### config.mk
export PLATFORM = sky130hd
export DESIGN_NAME = add_sub_pipe
export DESIGN_NICKNAME = d
export VERILOG_FILES = /design/src/rtl/add_sub_pipe.sv
export SDC_FILE = /design/constraint.sdc
export NUM_CORES = 1
export LEC_CHECK = 0
export CELL_PAD_IN_SITES_DETAIL_PLACEMENT = 1
export CELL_PAD_IN_SITES_GLOBAL_PLACEMENT = 2
export CORE_ASPECT_RATIO = 0.75
export CORE_MARGIN = 2
export CORE_UTILIZATION = 39
export CTS_BUF_LIST = sky130_fd_sc_hd__clkbuf_16
export CTS_CLUSTER_SIZE = 8
export DETAILED_ROUTE_END_ITERATION = 16
export GPL_ROUTABILITY_DRIVEN = 1
export PLACE_DENSITY_LB_ADDON = 0.1
export SYNTH_ARGS = -nofsm -noshare
export SYNTH_HDL_FRONTEND = slang
export SYNTH_SLANG_ARGS = --single-unit
### constraint.sdc
create_clock -name CLK -period 2.7 [get_ports CLK]
set_input_delay 0.675 -clock CLK [delete_from_list [all_inputs] [get_ports CLK]]
set_output_delay 0.675 -clock CLK [all_outputs]
set_load 0.02 [all_outputs]
### src/rtl/add_sub_pipe.sv
// Pipelined N-bit adder/subtractor: the carry chain is cut into CHUNK-bit stages with a
// valid/ready handshake. Optional macro ADDSUB_SAT_EN clamps Sum on signed overflow.
`timescale 1ns/1ps
module add_sub_pipe #(
  parameter int N     = 32,
  parameter int CHUNK = 8
) (
  input  logic         CLK,
  input  logic         RST,
  input  logic         InValid,
  output logic         InReady,
  input  logic [N-1:0] A,
  input  logic [N-1:0] B,
  input  logic         OP,
  output logic         OutValid,
  input  logic         OutReady,
  output logic [N-1:0] Sum,
  output logic         Cout,
  output logic         Ovf,
  output logic         Zero,
  output logic         Neg
);

  localparam int STAGES = N / CHUNK;
  localparam int MID    = (STAGES > 1) ? STAGES - 1 : 1;

  if ((N % CHUNK) != 0) begin : g_bad_chunk
    $error("add_sub_pipe: N must be a multiple of CHUNK");
  end

  function automatic logic [N-1:0] put_chunk(input logic [N-1:0] v, input int k,
                                             input logic [CHUNK-1:0] c);
    logic [N-1:0] r;
    r = v;
    r[k*CHUNK +: CHUNK] = c;
    return r;
  endfunction

`ifdef ADDSUB_SAT_EN
  // Overflow direction follows the sign of A: both effective operands share it.
  function automatic logic [N-1:0] saturate(input logic [N-1:0] s, input logic ovf,
                                            input logic a_msb);
    if (!ovf) return s;
    return a_msb ? {1'b1, {(N-1){1'b0}}} : {1'b0, {(N-1){1'b1}}};
  endfunction
`endif

  logic stall;
  assign stall   = OutValid && !OutReady;
  assign InReady = !stall;

  // Inter-stage registers: operands travel whole, partial sum fills in chunk by chunk.
  logic [N-1:0] a_p   [MID];
  logic [N-1:0] b_p   [MID];
  logic [N-1:0] s_p   [MID];
  logic         cy_p  [MID];
  logic         vld_p [MID];

  logic [N-1:0] src_a [STAGES];
  logic [N-1:0] src_b [STAGES];
  logic [N-1:0] src_s [STAGES];
  logic [N-1:0] nxt_s [STAGES];
  logic         src_c [STAGES];
  logic         src_v [STAGES];
  logic         nxt_c [STAGES];

  for (genvar k = 0; k < STAGES; k++) begin : g_stage
    if (k == 0) begin : g_first
      assign src_a[k] = A;
      assign src_b[k] = OP ? ~B : B;
      assign src_c[k] = OP;
      assign src_s[k] = '0;
      assign src_v[k] = InValid;
    end else begin : g_next
      assign src_a[k] = a_p[k-1];
      assign src_b[k] = b_p[k-1];
      assign src_c[k] = cy_p[k-1];
      assign src_s[k] = s_p[k-1];
      assign src_v[k] = vld_p[k-1];
    end

    logic [CHUNK:0] chunk_add;
    assign chunk_add = {1'b0, src_a[k][k*CHUNK +: CHUNK]}
                     + {1'b0, src_b[k][k*CHUNK +: CHUNK]}
                     + {{CHUNK{1'b0}}, src_c[k]};
    assign nxt_s[k] = put_chunk(src_s[k], k, chunk_add[CHUNK-1:0]);
    assign nxt_c[k] = chunk_add[CHUNK];

    if (k < STAGES - 1) begin : g_reg
      // ---- stage k -> stage k+1 boundary ----
      always_ff @(posedge CLK or posedge RST) begin
        if (RST)         vld_p[k] <= 1'b0;
        else if (!stall) vld_p[k] <= src_v[k];
      end

      always_ff @(posedge CLK) begin
        if (!stall && src_v[k]) begin
          a_p[k]  <= src_a[k];
          b_p[k]  <= src_b[k];
          s_p[k]  <= nxt_s[k];
          cy_p[k] <= nxt_c[k];
        end
      end
    end
  end

  logic [N-1:0] raw_sum;
  logic [N-1:0] fin_sum;
  logic         raw_cout;
  logic         msb_cin;
  logic         raw_ovf;

  assign raw_sum  = nxt_s[STAGES-1];
  assign raw_cout = nxt_c[STAGES-1];
  assign msb_cin  = src_a[STAGES-1][N-1] ^ src_b[STAGES-1][N-1] ^ raw_sum[N-1];
  assign raw_ovf  = msb_cin ^ raw_cout;

`ifdef ADDSUB_SAT_EN
  assign fin_sum = saturate(raw_sum, raw_ovf, src_a[STAGES-1][N-1]);
`else
  assign fin_sum = raw_sum;
`endif

  // ---- last stage -> registered outputs ----
  always_ff @(posedge CLK or posedge RST) begin
    if (RST) begin
      OutValid <= 1'b0;
      Sum      <= '0;
      Cout     <= 1'b0;
      Ovf      <= 1'b0;
      Zero     <= 1'b0;
      Neg      <= 1'b0;
    end else if (!stall) begin
      OutValid <= src_v[STAGES-1];
      if (src_v[STAGES-1]) begin
        Sum  <= fin_sum;
        Cout <= raw_cout;
        Ovf  <= raw_ovf;
        Zero <= ~|fin_sum;
        Neg  <= fin_sum[N-1];
      end
    end
  end

endmodule
==> Word level (Yosys, flattened, before mapping) <==
Memories as Yosys holds them, arrays and structs flattened.
Index checks and enable logic that the tools add are counted.
{ "classes": {"reduce_logical": 9, "n_mux": 7, "add_sub_neg": 8, "bitwise_logic": 5} }
{ "ops": {"columns": ["cell", "count"], "rows": [
  ["8-bit by 8-bit adder with 9-bit output", 4],
  ["9-bit by 1-bit adder with 9-bit output", 4],
  ["32-bit 2-to-1 mux", 1],
  ["32-bit inverter", 1],
  ["32-bit OR reduction", 1],
  ["1-bit 2-to-1 mux", 6],
  ["1-bit logical AND", 4],
  ["1-bit zero test", 3],
  ["1-bit XOR", 3],
  ["2-bit AND reduction", 1],
  ["1-bit inverter", 1]
]} }
{ "totals": {"mem_count": 4, "ff_bits": 40, "mem_bits_rw": 291, "elab_cells": 42, "in_bits": 69} }
{ "mem_list": {"columns": ["memory", "depth", "word_bits", "rd", "rd_clocked_by_memory_dff", "write_ports", "line_no", "text"], "rows": [
  ["a_p", 3, 32, 3, 0, 3, "53", "logic [N-1:0] a_p [MID];"],
  ["b_p", 3, 32, 3, 0, 3, "54", "logic [N-1:0] b_p [MID];"],
  ["s_p", 3, 32, 3, 0, 3, "55", "logic [N-1:0] s_p [MID];"],
  ["cy_p", 3, 1, 3, 0, 3, "56", "logic cy_p [MID];"]
]} }

==> Logic depth before layout (Yosys ltp) <==
Gate-level depths: netlist (run 1).
{ "logic_depth": {"ltp_word": 6, "ltp_mapped": 10} }

==> Worst setup path after synthesis (run 1) <==
No wires, ideal clock.
{ "synth_timing": {"kind": "input port to flip-flop", "from": "in OP", "to": "mem cy_p[0][0], data pin", "path_stages": 9, "setup_slack_ns": -0.132, "n_path_buf": 2, "t_required_ns": 2.435, "arrival_time_ns": 2.567, "path_cell_list": "buf_2 clkbuf_1 xor2_1 fa_1 a21o_1 a21oi_1 o21bai_1 a21oi_1 o21ai_0"} }
{ "synth_rtl": {"columns": ["element", "line_no", "text"], "rows": [
  ["start, declared", "14", "input logic OP,"],
  ["end, declared", "56", null]
]} }

==> results of run 1 <==
## cell usage after synthesis (3+ instances only)
cell / n
a21o_1: 5
a21oi_1: 14
and2_1: 3
buf_2: 5
clkbuf_1: 4
dfrtp_1: 39
edfxtp_1: 147
fa_1: 7
ha_1: 28
inv_1: 21
mux2_2: 29
nand2_1: 19
nand2b_1: 5
nor2_1: 12
nor2b_1: 5
nor3_1: 3
nor4_1: 5
o21a_1: 3
o21ai_0: 21
o21bai_1: 3
xnor2_1: 14
xor2_1: 39
## worst max-delay path, cell delays in order
cell             delay [ns]
clkdlybuf4s50_1        0.51
mux2_4                 0.32
fa_1                   0.41
a21o_1                 0.18
a21oi_1                0.20
o21bai_1               0.09
a21oi_1                0.21
o21ai_0                0.13
## sequential cells by signal, summed over array words and instances, names as in the netlist
signal,count
a_p,48
cy_p,3
Ovf,1
s_p,48
Sum,32
src_v,3
b_p,48
OutValid,1
Zero,1
Cout,1
## layer usage
| metal | track usage | vias to the layer above | wire, µm |
|---|---|---|---|
| li1 | - | 1909 | - |
| met1 | 0.188 | 1928 | 6360 |
| met2 | 0.241 | 72 | 6650 |
| met3 | 0.0373 | 11 | 466 |
| met4 | 0.0543 | 0 | 148 |
| met5 | 0 | - | 0 |
## final cells by class
cell class              count  area (µm²)
well taps                 247         309
flip-flops and latches    186        5390
fillers                  1801        9090
multi-input cells         236        1960
clock inverters            14         158
repair buffers            120        1200
clock buffers              17         425
inverters                  21        78.8
## placed cells by master, fill, tap and decap left out, types with 4 or more instances in the layout
cell and n:
a21o_1 5, a21oi_1 14, buf_4 11, clkbuf_16 17, clkdlybuf4s50_1 105, dfrtp_1 39, edfxtp_1 147, fa_1 7
ha_1 28, inv_1 22, mux2_2 29, nand2_1 19, nand2b_1 5, nor2_1 12, nor2b_1 5, nor4_1 4
o21ai_0 21, xnor2_1 14, xor2_1 39
## cell families (layout without fill, tap and decap cells)
family	Yosys count	after routing	share of synthesized area
fa+ha+maj	35	35	0.0657
buf+inv	31	172	0.0169
compound gates	58	58	0.0482
xor+xnor	53	53	0.0622
simple gates	60	60	0.0395
flops	186	186	0.722
mux	30	30	0.0457
## where the power goes
part	switching [mW]	internal (mW)	total, mW	leakage [nW]
registers	0.384	4.13	4.52	1.86
clock network	1.02	1.44	2.46	0.283
logic	1.58	1.43	3.01	1.44
## through the flow
step	total power [mW]	setup TNS, ns	setup slack (ns)	hold WS [ns]	area (µm²)
floorplan	6.30	0	0.0122	0.400	7470
global placement	7.53	-0.487	-0.247	0.404	8930
detailed placement	7.66	-0.682	-0.314	0.406	8930
CTS	10.2	0	0.138	0.422	9520
global route	10.5	0	0.0713	0.423	9520
finish	9.99	0	0.144	0.418	9520
## worst paths after layout
check                      cells after the start  slack [ns]          to
min in group asynchronous                      2        0.64     Sum[31]
setup reg to reg                               9        0.29        Zero
hold reg to reg                                0        0.42  b_p[0][92]
hold / removal                                 0        0.42  b_p[0][92]
setup / recovery                               8        0.14  cy_p[0][0]
max in group asynchronous                      3        1.45     Sum[11]
==> summary.md, run 1 <==
| Metric | Value |
|---|---|
| Run status | finished, final reports clean |
| Initial Util | 0.401 |
| Via Count | between 3000 and 4000 |
| IO Pins | approximately 110 |
| Initial antenna violation count | 0 |
| Async SR Flop Fraction | 0.210 |
| Static leakage | approximately 3.6 nW |
| Die H | 124 µm |
| Hold Crit Class | flop to flop |
| CTS Buf Count | 17 |
| Ys flop type | edfxtp_1 |
| Vias in the first global route | roughly 4200 |
| Wire length per cell | approximately 16 µm |
| Tmin final | 2.56 ns |
| # resized after CTS | 0 |
| Antenna Cells | 0 |
| Register area share after synthesis | 0.722 |
| DIE AREA | 20300 µm² |
| Clk_lat worst skew | about 0.43 ns |
| Largest fanout on the critical path | 2 |
| Crit path from | B[0] |
| Die width | 164 µm |
| First-pass GRT wire length | between 20 and 25 mm |
| Postcts setup bufs | 0 |
| Syn avg cell area | ~16 µm² |
| Final Hold Fails | 0 |
| Largest net degree at the start of global routing | 58 |
| Final Cycle Share | 0.947 |
| Number of port buffers | around 110 |
| Critical Path AT | roughly 2.7 ns |
| Worst EP required | around 2.9 ns |
| Fin. max-slew vios | 0 |
| Proportion of layout cells with a drive suffix above 1 | 0.136 |
| Site Rows | 43 |
| Antenna Violating Nets Remaining | 0 |
| Clk buf depth | 2 |
| Area share of the largest cell type after synthesis | 0.591 |
| Reg clk slew, reported paths | 0.07 ns |
| Initial drt markers | between 150 and 200 |
| CP Capture Type | flop |
| Fin util | 0.511 |
| Worst R2R Start | cy_p[0][2] |
| Yosys cell types | 39 |
| Synth top area cells | edfxtp_1 59%, dfrtp_1 13%, ha_1 4.7%, xor2_1 4.6%, mux2_2 4.4% |
| H-tree Lvls | 4 |
| Slew margin rel. | 0.378 |
| Final Net Count | about 690 |
| P&R area growth vs syn | 27.5% |
| Placer's final routability congestion estimate | between 0.7 and 0.8 |
| Dpl cells | 810 |
| HPWL Detailed | between 9 and 10 mm |
| Total track usage | 0.146 |
| Syn Nets | 557 |
| Worst Setup Path Type | input port to flop |
| Synth area leader | edfxtp_1 |
| CTS Hold Buffers Added | 0 |
| Max_cap viols | 0 |
| Peak VDD IR | between 0.5 and 0.6 mV |
| RSZ-0062 raised after global routing | false |
| Worst-Margin Slew | 0.928 ns |
| Drt pass-1 iters | 4 |
| Sink Count | around 190 |
| Cell area after synthesis | ~7500 µm² |
| Clock Skew | about 0.0079 ns |
| Post-Route WL | roughly 14 mm |
| Vias per cell | ~4.7 |
| Core area | between 15000 and 20000 µm² |
| Post-synth EDFFs | ~150 |
| Mapped Cells | 453 |
| Grt total ovfl | 0 |
| TritonCTS clock tree | yes |
| Max Freq | between 0.3 and 0.4 GHz |
| Final setup viols | 0 |
| Non-Filler Instances | ~840 |
| Cell Pwr Density | about 1000 nW/µm² |
| Root buffer selected by CTS | clkbuf_16 |
| Yosys reg bits | about 190 |
| Critical Path Start Type | input port |
| YS warnings | 0 |
| Hold Crit Start | b_p[0][60] |
| Residual DRC count | 0 |
(Power assumes the default switching activity.)
==> run 2, diff against run 1 <==
- GPL_ROUTABILITY_DRIVEN: 1 -> 0
- PLACE_DENSITY: default -> 0.88
- PLACE_DENSITY_LB_ADDON: 0.1 -> default
- SLEW_MARGIN: default -> 20
==> run 2 against run 1 <==
  * Clock power up 2%
  * Sequential share of layout area shrank 0.24 points
  * Routed wire length grew 4.7%
  * Critical path depth unchanged
  * Register-to-register slack lost 0.06 ns
  * Critical endpoint unchanged
  * Combinational power grew 1%
  * Critical path type unchanged
  * Fmax barely moved
  * Global-route usage up 0.72 points
  * Largest power group unchanged
  * Clock-buffer cell count stayed put
  * Hold slack worse by 0.0035 ns
  * First-iteration DRC count increased by 25%
==> summary.md, run 2 (same netlist as run 1, synthesis figures left out) <==
| Metric | Value |
|---|---|
| CP delay by family, top | compound AO/OA/AOI/OAI gates |
| Final setup viols | 0 (unchanged) |
| Max Freq | 0.391 GHz (about the same) |
| Slowest stage delay, CP | 0.52 ns (about the same) |
| Final Cycle Share | 0.946 (about the same) |
| CP Capture Type | flop |
| Via Count | 3953 (+0.84%) |
| Worst EP required | 2.87 ns (about the same) |
| Antenna Violating Nets Remaining | 0 (unchanged) |
| CTS Buf Count | 17 (unchanged) |
| Die width | 164 µm (unchanged) |
| Reg clk slew, reported paths | 0.06 ns (about the same) |
| RSZ-0062 raised after global routing | false |
| Slowest stage cell, crit path | clkdlybuf4s50_1 |
| Clk buf depth | 2 (unchanged) |
| Commonest non-fill, non-tap cell in the layout | edfxtp_1 |
| Antenna Cells | 0 (unchanged) |
| Core area | 18600 µm² (unchanged) |
| Die H | 124 µm (unchanged) |
| Run status | finished, final reports clean |
| P&R area growth vs syn | 28.0% |
| Total Power | 10.1 mW (+0.91%) |
| Tmin final | 2.55 ns (-0.000739 ns) |
| Path length in cells of the critical path | 8 (unchanged) |
| Initial Util | 0.401 (unchanged) |
| Critical Path Start Type | input port |
| Sink Count | 186 (unchanged) |
| H-tree Lvls | 4 (unchanged) |
| Vias in the first global route | 4384 (+4.2%) |
| TritonCTS clock tree | yes |
| Total track usage | 0.153 (+0.00724) |
| Biggest regs | a_p (48), b_p (48), s_p (48) |
| Cell Pwr Density | 1050 nW/µm² (+0.47%) |
| Fin. max-slew vios | 0 (unchanged) |
| Slew margin rel. | 0.649 (+0.271) |
| DIE AREA | 20300 µm² (unchanged) |
| Clock Skew | 0.00723 ns (-0.000684 ns) |
| Path depth of the worst reg2reg path | 9 (unchanged) |
| Wire length per cell | 16.9 µm (+4.3%) |
| Hold Crit Class | flop to flop |
| Drt pass-1 iters | 4 (unchanged) |
| Root buffer selected by CTS | clkbuf_16 |
| Final hold slack | 0.414 ns (-0.00346 ns) |
| Worst Hold Path Cells | 0 (unchanged) |
| Site Rows | 43 (unchanged) |
| Initial antenna violation count | 0 (unchanged) |
| Largest fanout on the critical path | 2 (unchanged) |
| Static leakage | 3.60 nW (+0.51%) |
| Worst Setup Path Type | input port to flop |
| HPWL Detailed | 10.2 mm (+2.8%) |
| IO Pins | 107 (unchanged) |
| Final Hold Fails | 0 (unchanged) |
| Residual DRC count | 0 (unchanged) |
| Grt total ovfl | 0 (unchanged) |
| Vias per cell | 4.68 (+0.48%) |
| Proportion of layout cells with a drive suffix above 1 | 0.141 (+0.00434) |
| Final Net Count | 688 (+0.29%) |
| Number of port buffers | 106 (unchanged) |
| Max_cap viols | 0 (unchanged) |
| Largest net degree at the start of global routing | 58 (unchanged) |
| First-pass GRT wire length | 22.9 mm (+5.3%) |
| Peak VDD IR | 0.565 mV (+8.1%) |
| Post-Route WL | 14.3 mm (+4.7%) |
| Critical Path AT | 2.72 ns (about the same) |
| Worst-Margin Slew | 0.527 ns (-0.401 ns) |
| Clk_lat worst skew | 0.42 ns (about the same) |
| Most frequent cells in the layout | 147 x edfxtp_1, 105 x clkdlybuf4s50_1, 39 x dfrtp_1, 39 x xor2_1, 29 x mux2_2 |
| Worst path cell trace | clkdlybuf4s50_1 > mux2_4 > fa_1 > a21o_1 > a21oi_2 > o21bai_1 > a21oi_1 > o21ai_0 |
| Sum of buffers and inverters on the critical path | 1 (unchanged) |
| Initial drt markers | 198 (+25%) |
==> run 2: cell types whose count changed in the layout (fill, tap and decap cells not counted), sizes merged <==
cell,delta
clkinv,-1
inv,+1
buf,+2
clkinvlp,+1
==> run 2: path summary, 6_finish.rpt <==
path,start,end,slack [ns]
max,B[0],cy_p[0][0],0.15
min,s_p[0][46],s_p[0][78],0.41
max reg2reg,cy_p[0][2],Zero,0.23
min reg2reg,s_p[0][46],s_p[0][78],0.41
max in group asynchronous,RST,Sum[20],1.64
min in group asynchronous,RST,Sum[15],0.69
==> run 2: final cells by class <==
class                      count  area [µm²]
inverter                      21        78.8
fill                        1820        9050
clock buffer                  17         425
sequential                   186        5390
clock inverter                15         174
tap                          247         309
multi-input combinational    236        1960
timing repair buffer         122        1230
==> run 2: repair_timing <==
item | CTS | global route
hold buffers | 0 | 0
buffers inserted | 0 | 0
setup endpoints to repair | 0 | 2
endpoints found under the hold margin | 0 | 0
resized for setup | 0 | 1
==> run 2: metal layers <==
layer  routed length, µm  global-route usage  vias to the layer above  part of all wire
met5                   0                   0                        -                 0
met4                 238              0.0603                        0             0.017
met3                 485              0.0346                       16             0.034
met2                7410               0.273                       82              0.52
met1                6130               0.181                     1944              0.43
li1                    -                   -                     1911                 -
==> run 2: report_power, final <==
group	internal (mW)	leakage, nW	switching [mW]
Sequential	4.13	1.86	0.387
Combinational	1.45	1.46	1.60
Clock	1.46	0.282	1.06
Total	7.04	3.60	3.04
==> run 2: stage by stage <==
stage          std cells   util  area (µm²)  setup WS [ns]  TNS (ns)
4_1_cts              844  0.514        9560         0.0985         0
2_1_floorplan        453      -        7470         0.0122         0
3_3_place_gp         812  0.481        8960         -0.187    -0.343
6_report             844  0.514        9560          0.145         0
3_5_place_dp         812  0.481        8960         -0.278    -0.690
5_1_grt              844  0.514        9560         0.0307         0
